File: config.mk
export PLATFORM = sky130hd
export DESIGN_NAME = fp64_to_int64
export DESIGN_NICKNAME = d
export VERILOG_FILES = /design/src/rtl/fp64_to_int64.sv
export SDC_FILE = /design/constraint.sdc
export NUM_CORES = 1
export LEC_CHECK = 0
export CELL_PAD_IN_SITES_DETAIL_PLACEMENT = 1
export CELL_PAD_IN_SITES_GLOBAL_PLACEMENT = 2
export CORE_MARGIN = 3
export CORE_UTILIZATION = 30
export CTS_CLUSTER_SIZE = 12
export DETAILED_ROUTE_END_ITERATION = 12
export PLACE_DENSITY_LB_ADDON = 0.1
export REMOVE_ABC_BUFFERS = 1
export SYNTH_ARGS = -nofsm -noshare
export SYNTH_HDL_FRONTEND = slang
export SYNTH_SLANG_ARGS = --single-unit
export TNS_END_PERCENT = 30
File: constraint.sdc
create_clock -name clk -period 3 [get_ports clk]
set_input_delay 0.3 -clock clk [delete_from_list [all_inputs] [get_ports clk]]
set_output_delay 0.3 -clock clk [all_outputs]
set_load 0.01 [all_outputs]
File: src/rtl/fp64_to_int64.sv
// IEEE-754 double to signed 64-bit integer, truncating toward zero.
// The significand is aligned by an iterative shifter, at most STEP bits per cycle.
module fp64_to_int64 #(
    parameter int STEP = 8
) (
    input  logic        clk,
    input  logic        rst_n,
    input  logic        enable,
    input  logic        start,
    input  logic [63:0] a_operand,
    output logic        busy,
    output logic        done,
    output logic [63:0] Result,
    output logic        Exception,
    output logic        Inexact
);

    typedef enum logic [1:0] {IDLE, ALIGN, FINISH} state_t;

    localparam logic [5:0] STEP_AMT = 6'(STEP);

    state_t      state_reg, state_next;
    logic [63:0] work_reg, work_next;
    logic [5:0]  rem_reg, rem_next;
    logic        left_reg, left_next;
    logic        sign_reg, sign_next;
    logic        special_reg, special_next;
    logic        exc_reg, exc_next;
    logic        sticky_reg, sticky_next;
    logic [63:0] result_reg, result_next;
    logic        exc_out_reg, exc_out_next;
    logic        inexact_out_reg, inexact_out_next;
    logic        done_reg, done_next;

    logic [10:0] exp_field;
    logic [51:0] mant_field;
    logic [5:0]  step_amt;
    logic [63:0] drop_mask;

    assign exp_field  = a_operand[62:52];
    assign mant_field = a_operand[51:0];
    assign step_amt   = (rem_reg < STEP_AMT) ? rem_reg : STEP_AMT;
    assign drop_mask  = (64'd1 << step_amt) - 64'd1;

    always_comb begin
        state_next       = state_reg;
        work_next        = work_reg;
        rem_next         = rem_reg;
        left_next        = left_reg;
        sign_next        = sign_reg;
        special_next     = special_reg;
        exc_next         = exc_reg;
        sticky_next      = sticky_reg;
        result_next      = result_reg;
        exc_out_next     = exc_out_reg;
        inexact_out_next = inexact_out_reg;
        done_next        = 1'b0;

        case (state_reg)
            IDLE: begin
                if (start) begin
                    sign_next    = a_operand[63];
                    special_next = 1'b0;
                    exc_next     = 1'b0;
                    sticky_next  = 1'b0;
                    left_next    = 1'b0;
                    rem_next     = 6'd0;
                    work_next    = {11'b0, |exp_field, mant_field};
                    if (exp_field == 11'd2047) begin
                        special_next = 1'b1;
                        exc_next     = 1'b1;
                        work_next    = 64'd0;
                    end else if (exp_field == 11'd0) begin
                        special_next = 1'b1;
                        sticky_next  = |mant_field;
                        work_next    = 64'd0;
                    end else if (exp_field < 11'd1023) begin
                        special_next = 1'b1;
                        sticky_next  = 1'b1;
                        work_next    = 64'd0;
                    end else if (exp_field >= 11'd1086) begin
                        special_next = 1'b1;
                        // -2^63 is the only representable value at this magnitude
                        if (a_operand[63] && exp_field == 11'd1086 && mant_field == 52'd0) begin
                            work_next = 64'h8000_0000_0000_0000;
                        end else begin
                            exc_next  = 1'b1;
                            work_next = 64'd0;
                        end
                    end else if (exp_field <= 11'd1075) begin
                        // 1075 = 1023 + 52; only the low 6 bits of the distance matter
                        rem_next = 6'd51 - exp_field[5:0];
                    end else begin
                        left_next = 1'b1;
                        rem_next  = exp_field[5:0] - 6'd51;
                    end
                    state_next = (special_next || rem_next == 6'd0) ? FINISH : ALIGN;
                end
            end
            ALIGN: begin
                if (left_reg) begin
                    work_next = work_reg << step_amt;
                end else begin
                    work_next   = work_reg >> step_amt;
                    sticky_next = sticky_reg | (|(work_reg & drop_mask));
                end
                rem_next = rem_reg - step_amt;
                if (rem_next == 6'd0) begin
                    state_next = FINISH;
                end
            end
            FINISH: begin
                result_next      = (sign_reg && !special_reg) ? (64'd0 - work_reg) : work_reg;
                exc_out_next     = exc_reg;
                inexact_out_next = sticky_reg;
                done_next        = 1'b1;
                state_next       = IDLE;
            end
            default: begin
                state_next = IDLE;
            end
        endcase
    end

    always_ff @(posedge clk) begin
        if (!rst_n) begin
            state_reg       <= IDLE;
            work_reg        <= 64'd0;
            rem_reg         <= 6'd0;
            left_reg        <= 1'b0;
            sign_reg        <= 1'b0;
            special_reg     <= 1'b0;
            exc_reg         <= 1'b0;
            sticky_reg      <= 1'b0;
            result_reg      <= 64'd0;
            exc_out_reg     <= 1'b0;
            inexact_out_reg <= 1'b0;
            done_reg        <= 1'b0;
        end else if (enable) begin
            state_reg       <= state_next;
            work_reg        <= work_next;
            rem_reg         <= rem_next;
            left_reg        <= left_next;
            sign_reg        <= sign_next;
            special_reg     <= special_next;
            exc_reg         <= exc_next;
            sticky_reg      <= sticky_next;
            result_reg      <= result_next;
            exc_out_reg     <= exc_out_next;
            inexact_out_reg <= inexact_out_next;
            done_reg        <= done_next;
        end
    end

    assign busy      = (state_reg != IDLE);
    assign done      = done_reg;
    assign Result    = result_reg;
    assign Exception = exc_out_reg;
    assign Inexact   = inexact_out_reg;

endmodule
**Word level (Yosys, flattened, before mapping)**

Cells that the tools add are included.

- Shifts and indexed selects: 3
- Bitwise gates (word level): 2
- Order comparisons: 4
- Equal/unequal tests: 7
- Mux-type cells: 46
- Reduce and logical (&&, ||, !) cells: 20
- $add $sub $neg: 5

Operators with widths:

| cell | count |
|---|---|
| two-way mux 64 bit | 8 |
| one-hot mux 64 bit (2 select lines) | 1 |
| AND 64 bit | 1 |
| OR reduction 64 bit | 1 |
| << shifter 1 x 6 -> 64 bit (first input constant) | 1 |
| << shifter 64 x 6 -> 64 bit | 1 |
| >> shifter 64 x 6 -> 64 bit | 1 |
| subtractor 1 x 64 -> 64 bit (first input constant) | 1 |
| subtractor 64 x 1 -> 64 bit (second input constant) | 1 |
| two-way mux 6 bit | 9 |
| zero test 52 bit | 1 |
| OR reduction 52 bit | 1 |
| equality test 11 bit (second input constant) | 2 |
| two-way mux 1 bit | 22 |
| zero test 6 bit | 2 |
| one-hot mux 6 bit (2 select lines) | 1 |
| greater-or-equal comparator 11 bit (second input constant) | 1 |
| less-or-equal comparator 11 bit (second input constant) | 1 |
| zero test 11 bit | 1 |
| < comparator 11 x 10 -> 1 bit (second input constant) | 1 |
| OR reduction 11 bit | 1 |
| AND reduction 3 bit | 3 |
| < comparator 6 x 4 -> 1 bit (second input constant) | 1 |
| two-way mux 2 bit | 3 |
| 16 further kinds | 21 |

- Logic and storage cells: 99
- Bits in registers: 144
- Output and inout bits: 68

**Depth between registers and ports, before layout**

- Word-level depth: 13
- Mapped depth: 14
- Mapped depth without buffers: 10

**Worst setup path after synthesis**

No wires, ideal clock.

- Path kind: reg2reg
- Start: register rem_reg[5]
- End: register sticky_reg
- Arrival time: 3.000 ns
- Setup time: 0.124 ns
- Required time: 2.876 ns
- Setup slack: -0.124 ns
- Cell stages (with the launch flop): 14
- Path through: dfxtp_1 > buf_2 > nor4b_2 > clkbuf_1 > buf_2 > buf_1 > nand2_1 > ha_1 > buf_1 > nand3_1 > o21ai_0 > a221o_1 > a221oi_1 > a21oi_1

- Cells in the longest elaborated chain, start to end: 9

Ends and longest elaborated chain:

| item | RTL line | text |
|---|---|---|
| start: declaration | 24 | `logic [5:0] rem_reg, rem_next;` |
| start signal: assignment | 142 | `rem_reg <= rem_next;` |
| < comparator 6 x 4 -> 1 bit | 42 | `assign step_amt = (rem_reg < STEP_AMT) ? rem_reg : STEP_AMT;` |
| two-way mux 6 bit (*) | 42 |  |
| << shifter 1 x 6 -> 64 bit (*) | 43 | `assign drop_mask = (64'd1 << step_amt) - 64'd1;` |
| subtractor 64 x 1 -> 64 bit (*) | 43 |  |
| AND 64 bit (*) | 105 | `sticky_next = sticky_reg \| (\|(work_reg & drop_mask));` |
| OR reduction 64 bit (*) | 105 |  |
| bitwise OR 1 bit (*) | 105 |  |
| two-way mux 1 bit (*) | 101 | `if (left_reg) begin` |
| one-hot mux 1 bit (2 select lines) (*) | 59 | `case (state_reg)` |
| end signal: assignment | 147 | `sticky_reg <= sticky_next;` |
| end: declaration | 29 | `logic sticky_reg, sticky_next;` |

Every way passes the cells marked *; elsewhere a longest branch is shown, timed or not. The select of a mux whose other input is x is not followed.
A chain may end at the register's enable or synchronous reset.

**Worst setup path after layout**

- Start: register rem_reg[1]
- End: register work_reg[26]

- Cells in the longest elaborated chain, start to end: 5
- Elaborated cells between the ends (all ways): 6
- Those cells by class: 1 x order compare; 2 x shift; 3 x mux

Ends and longest elaborated chain:

| item | RTL line | text |
|---|---|---|
| < comparator 6 x 4 -> 1 bit | 42 |  |
| two-way mux 6 bit (*) | 42 |  |
| >> shifter 64 x 6 -> 64 bit or << shifter 64 x 6 -> 64 bit (tied branches) | 104, 102 |  |
| two-way mux 64 bit (*) | 101 |  |
| one-hot mux 64 bit (2 select lines) (*) | 59 |  |
| end signal: assignment | 141 | `work_reg <= work_next;` |
| end: declaration | 23 | `logic [63:0] work_reg, work_next;` |

Every way passes the cells marked *; elsewhere a longest branch is shown, timed or not.

==> results <==
- The flow ran to the end, and the final reports show no timing, DRC or antenna violations.
- For the final routed database, the setup TNS stands at 0 ns.
- The Yosys step of the flow raised 0 warnings.
- Setup repair after global routing could not meet its margin everywhere.
- The global-route wire length before repair is 121200 um.
- In the layout the commonest cells are sky130_fd_sc_hd__buf_4, sky130_fd_sc_hd__nand2_1, sky130_fd_sc_hd__a21oi_1.
- The worst reg2reg path startpoint is rem_reg[1].
- Timing analysis after detailed placement gives a worst setup slack of -0.4095 ns.
- The final setup slack of the worst path is 0.05894 ns.
- The total congestion overflow after global routing is 0.
- The number of instances resized during post-cts repair is 3.
- Clock tree synthesis selected as its root buffer the cell sky130_fd_sc_hd__clkbuf_16.
- The library cell contributing the largest single delay on the critical path is sky130_fd_sc_hd__a2111oi_2.
- Setup violations remaining at the end of the flow were counted as 0.
- Entering global routing, the biggest net connects 90 pins.
- The power per cell area is 364.5 nW/um2.
- The region available for standard cell placement spans 44410 um2.
- The clock network fraction of design power is 34.7%.
- The proportion of synthesized chip area in sequential cells is 21.24%.
- Combinational logic burns 32.0% of the power.
- The internal portion of the total power is 0.004002 W.
- Buffers added to address setup during post-CTS repair amount to 0.
- The class of the tightest hold or removal check is input pin to register.
- The worst setup path is of the register to register kind.
- The number of hold buffers added after CTS was 0.
- The die covers 47820 um2.
- The count of nets left with antenna violations once routing finished came out at 0.
- The antenna diode count is 0.
- In this run the tool buffered the top-level ports with 135 buffer cells.
- The worst-case headroom to the max-slew limit is 48.35%.
- The setup skew after layout is 0.01911 ns.
- The final layout contains routed wiring with a total length of 83270 um.
- For this design the static power due to leakage is 6.546 nW.
- For hold timing, the worst endpoint is work_reg[1].
- The depth of the most critical reg-to-reg path is 8.
- In this run, CTS created clock tree buffers numbering 17.
- The routed via count is 17490.
- VDD sags by at most 0.3885 mV.
- Along the worst hold path, the cell count comes to 3.
- For the worst-skew pair, the clock arrives at the later sink with an insertion delay of 0.51 ns.
- The average cell area after synthesis is 6.948 um2.
- The final-report hold violation count came to 0.
- Dividing the detail-routed wire length by the instance count gives 30.38 um.
- The violation count after the first detailed-route iteration is 1606.
- The vertical die dimension is 218.7 um.
- Summing all placed instances gives a cell area of 17010 um2.
- The via count of the first global-routing pass is 17251.
- Leaving out fill and tap cells, the most frequent cell in the layout is sky130_fd_sc_hd__buf_4.
- The number of different library cells used by synthesis comes to 75.
- The largest single stage delay on the critical path is 0.73 ns.
- For the pin with the worst max-slew slack, the measured transition is 0.7747 ns.
- For this run, the leading register cell type out of synthesis is sky130_fd_sc_hd__dfxtp_1.
- The design draws 0.006418 W.
- Cells with a size suffix above 1 make up 16.29% of the layout.
- The post-route standard cell area excluding fillers is 17610 um2.
- Final hold analysis gives a worst-case slack of 0.3903 ns.
- In this run the critical register-to-register path is captured at work_reg[26].
- The worst hold path begins at a_operand[1].
- The clock drives 144 sinks.
- The area added between synthesis and finish is 29.76%.
- The number of design rule violations left after detail routing is 0.
- The startpoint type of the worst setup path is a register.
- Once the floorplan was initialized, standard cells occupied 30.55% of the core.
- The total of flip-flops plus latches after synthesis is 144.
- The global placer's final weighted congestion is 0.9616.
- Summed over all nets, the half-perimeter wirelength after detailed placement is 61130 um.
- The cell family contributing the most delay on the critical path is compound AO/OA/AOI/OAI gates.
- Global routing used 34.33% of the available tracks across all layers.
- The clock tree synthesis step divided the H-tree into 4 levels.
- The die is 218.7 um wide.
- Timing would allow up to 0.3400 GHz.
- The detail-routed via count per cell is 6.381.
- The setup slack of the worst register-to-register path is 0.06 ns.
- The number of max-capacitance violations reported is 0.
- The final critical path takes up 98.04% of the cycle.
- In this run the core area contains 77 standard-cell rows.
- The initial antenna violation count came to 1.
- The fraction of synthesis flops using an asynchronous set or reset pin is 0%.
- Along the worst path, the maximum fanout reaches 15.
- The number of detailed-route iterations in the first pass is 6.
- The arrival time at the worst endpoint is 3.38 ns.
- The number of primary I/O pins is 136.
- The time the worst path needs with I/O delays and setup is 2.941 ns.
- The buffer and inverter count on the worst path is 2.
- The capturing element type of the critical path is a register.
- The clock slew at the register clock pins of the worst setup and hold paths is 0.07 ns.
- In this run the power spent charging and discharging nets is 0.002416 W.
- For the worst setup path, the data required time is 3.44 ns.
- The sequential power share is 33.2%.
- The number of instances in the synthesized netlist is 1953.
- The number of pins exceeding their max-slew limit in the final report is 0.
- The maximum clock path buffer count is 2.
- After the last flow step, the layout net total stands at 2213.
- The netlist area before placement is 13570 um2.
- TritonCTS built the clock tree.
- The switching share of total power is 37.64%.
- The critical path goes through or4b_4 > buf_12 > mux2i_1 > nand2_1 > o21ai_0 > a2111oi_2 > buf_4 > o221a_2.
- The number of enable flip-flop cells after synthesis is 0.
metal layers:
| layer | up-vias | GRT usage (%) | share of wire (%) | wire length (um) |
|---|---|---|---|---|
| li1 | 7684 | - | - | - |
| met4 | 2 | 14.71 | 4.3 | 3617 |
| met1 | 8733 | 46.16 | 43 | 36150 |
| met3 | 187 | 7.786 | 8.6 | 7189 |
| met2 | 884 | 52.65 | 44 | 36300 |
| met5 | - | 0 | 0.016 | 13 |
power by group through the flow:
stage          sequential (W)  clock [W]  combinational, W
3_3_place_gp          0.00217          0           0.00199
2_1_floorplan         0.00222          0          0.000891
4_1_cts               0.00213    0.00232           0.00201
5_1_grt               0.00214    0.00236           0.00218
3_5_place_dp          0.00217          0           0.00200
6_report              0.00213    0.00223           0.00205
synthesized netlist by cell type (8+ instances only):
cell type | count | area (um2)
sky130_fd_sc_hd__nand2_1 | 234 | 878.3
sky130_fd_sc_hd__a21oi_1 | 176 | 880.8
sky130_fd_sc_hd__nor2_1 | 168 | 630.6
sky130_fd_sc_hd__clkbuf_1 | 165 | 619.3
sky130_fd_sc_hd__o21ai_0 | 162 | 810.8
sky130_fd_sc_hd__dfxtp_1 | 144 | 2883
sky130_fd_sc_hd__mux2i_1 | 128 | 1281
sky130_fd_sc_hd__a31oi_1 | 67 | 419.2
sky130_fd_sc_hd__a211oi_1 | 66 | 495.5
sky130_fd_sc_hd__nand3_1 | 44 | 220.2
sky130_fd_sc_hd__a221oi_1 | 42 | 367.9
sky130_fd_sc_hd__nor3_1 | 35 | 175.2
sky130_fd_sc_hd__o22ai_1 | 35 | 219.0
sky130_fd_sc_hd__nor4_1 | 33 | 206.5
sky130_fd_sc_hd__buf_1 | 30 | 112.6
sky130_fd_sc_hd__buf_2 | 30 | 150.1
sky130_fd_sc_hd__xnor2_1 | 30 | 262.8
sky130_fd_sc_hd__and3_1 | 27 | 168.9
sky130_fd_sc_hd__mux2_2 | 22 | 247.7
sky130_fd_sc_hd__a22oi_1 | 21 | 157.7
sky130_fd_sc_hd__o211ai_1 | 20 | 150.1
sky130_fd_sc_hd__or3_1 | 18 | 112.6
sky130_fd_sc_hd__and2_1 | 17 | 106.4
sky130_fd_sc_hd__o221ai_1 | 17 | 148.9
sky130_fd_sc_hd__xor2_1 | 17 | 148.9
sky130_fd_sc_hd__inv_1 | 16 | 60.06
sky130_fd_sc_hd__nand2b_1 | 13 | 81.33
sky130_fd_sc_hd__a21boi_0 | 12 | 90.09
sky130_fd_sc_hd__a311oi_1 | 9 | 78.83
sky130_fd_sc_hd__nor2b_1 | 9 | 56.30
sky130_fd_sc_hd__ha_1 | 8 | 100.1
sky130_fd_sc_hd__o221a_2 | 8 | 90.09
sky130_fd_sc_hd__or4_1 | 8 | 60.06
tightest hold or removal path, stage by stage:
cell                              delay [ns]
sky130_fd_sc_hd__clkdlybuf4s50_1        0.42
sky130_fd_sc_hd__nand2_1                0.07
sky130_fd_sc_hd__a31oi_1                0.06
layout make-up:
cell class	count	area (um2)
multi-input combinational	1565	9816
clock inverter	8	81.33
sequential	144	2884
inverter	18	67.56
tap	592	740.7
fill	5478	26810
timing repair buffer	391	3531
clock buffer	23	488.0
cell families after synthesis:
kind of cell    share of synthesized area, %
fa+ha+maj                             0.7377
simple gates                           22.32
other cells                          0.02764
mux                                    11.27
xor+xnor                               3.034
buf+inv                                7.082
compound gates                         34.28
flops                                  21.24
worst max-delay path by stage:
stage                           from           end  slack (ns)  cells past startpoint
after global placement    rem_reg[1]  work_reg[26]       -0.34                      8
after floorplan           rem_reg[1]  work_reg[42]       -4.75                      6
after CTS                 rem_reg[5]  work_reg[42]        0.11                     10
after global routing      rem_reg[1]  work_reg[26]       -0.01                      8
after detailed placement  rem_reg[1]  work_reg[26]       -0.41                      8
final                     rem_reg[1]  work_reg[26]        0.06                      8
through the flow:
step           cells  utilization (%)
6_report        2741            39.65
5_1_grt         2741            39.65
4_1_cts         2741            39.62
3_5_place_dp    2710            38.31
3_3_place_gp    2710            38.31
2_1_floorplan   1727                -
Note: power is estimated with default switching activity, not from simulation.
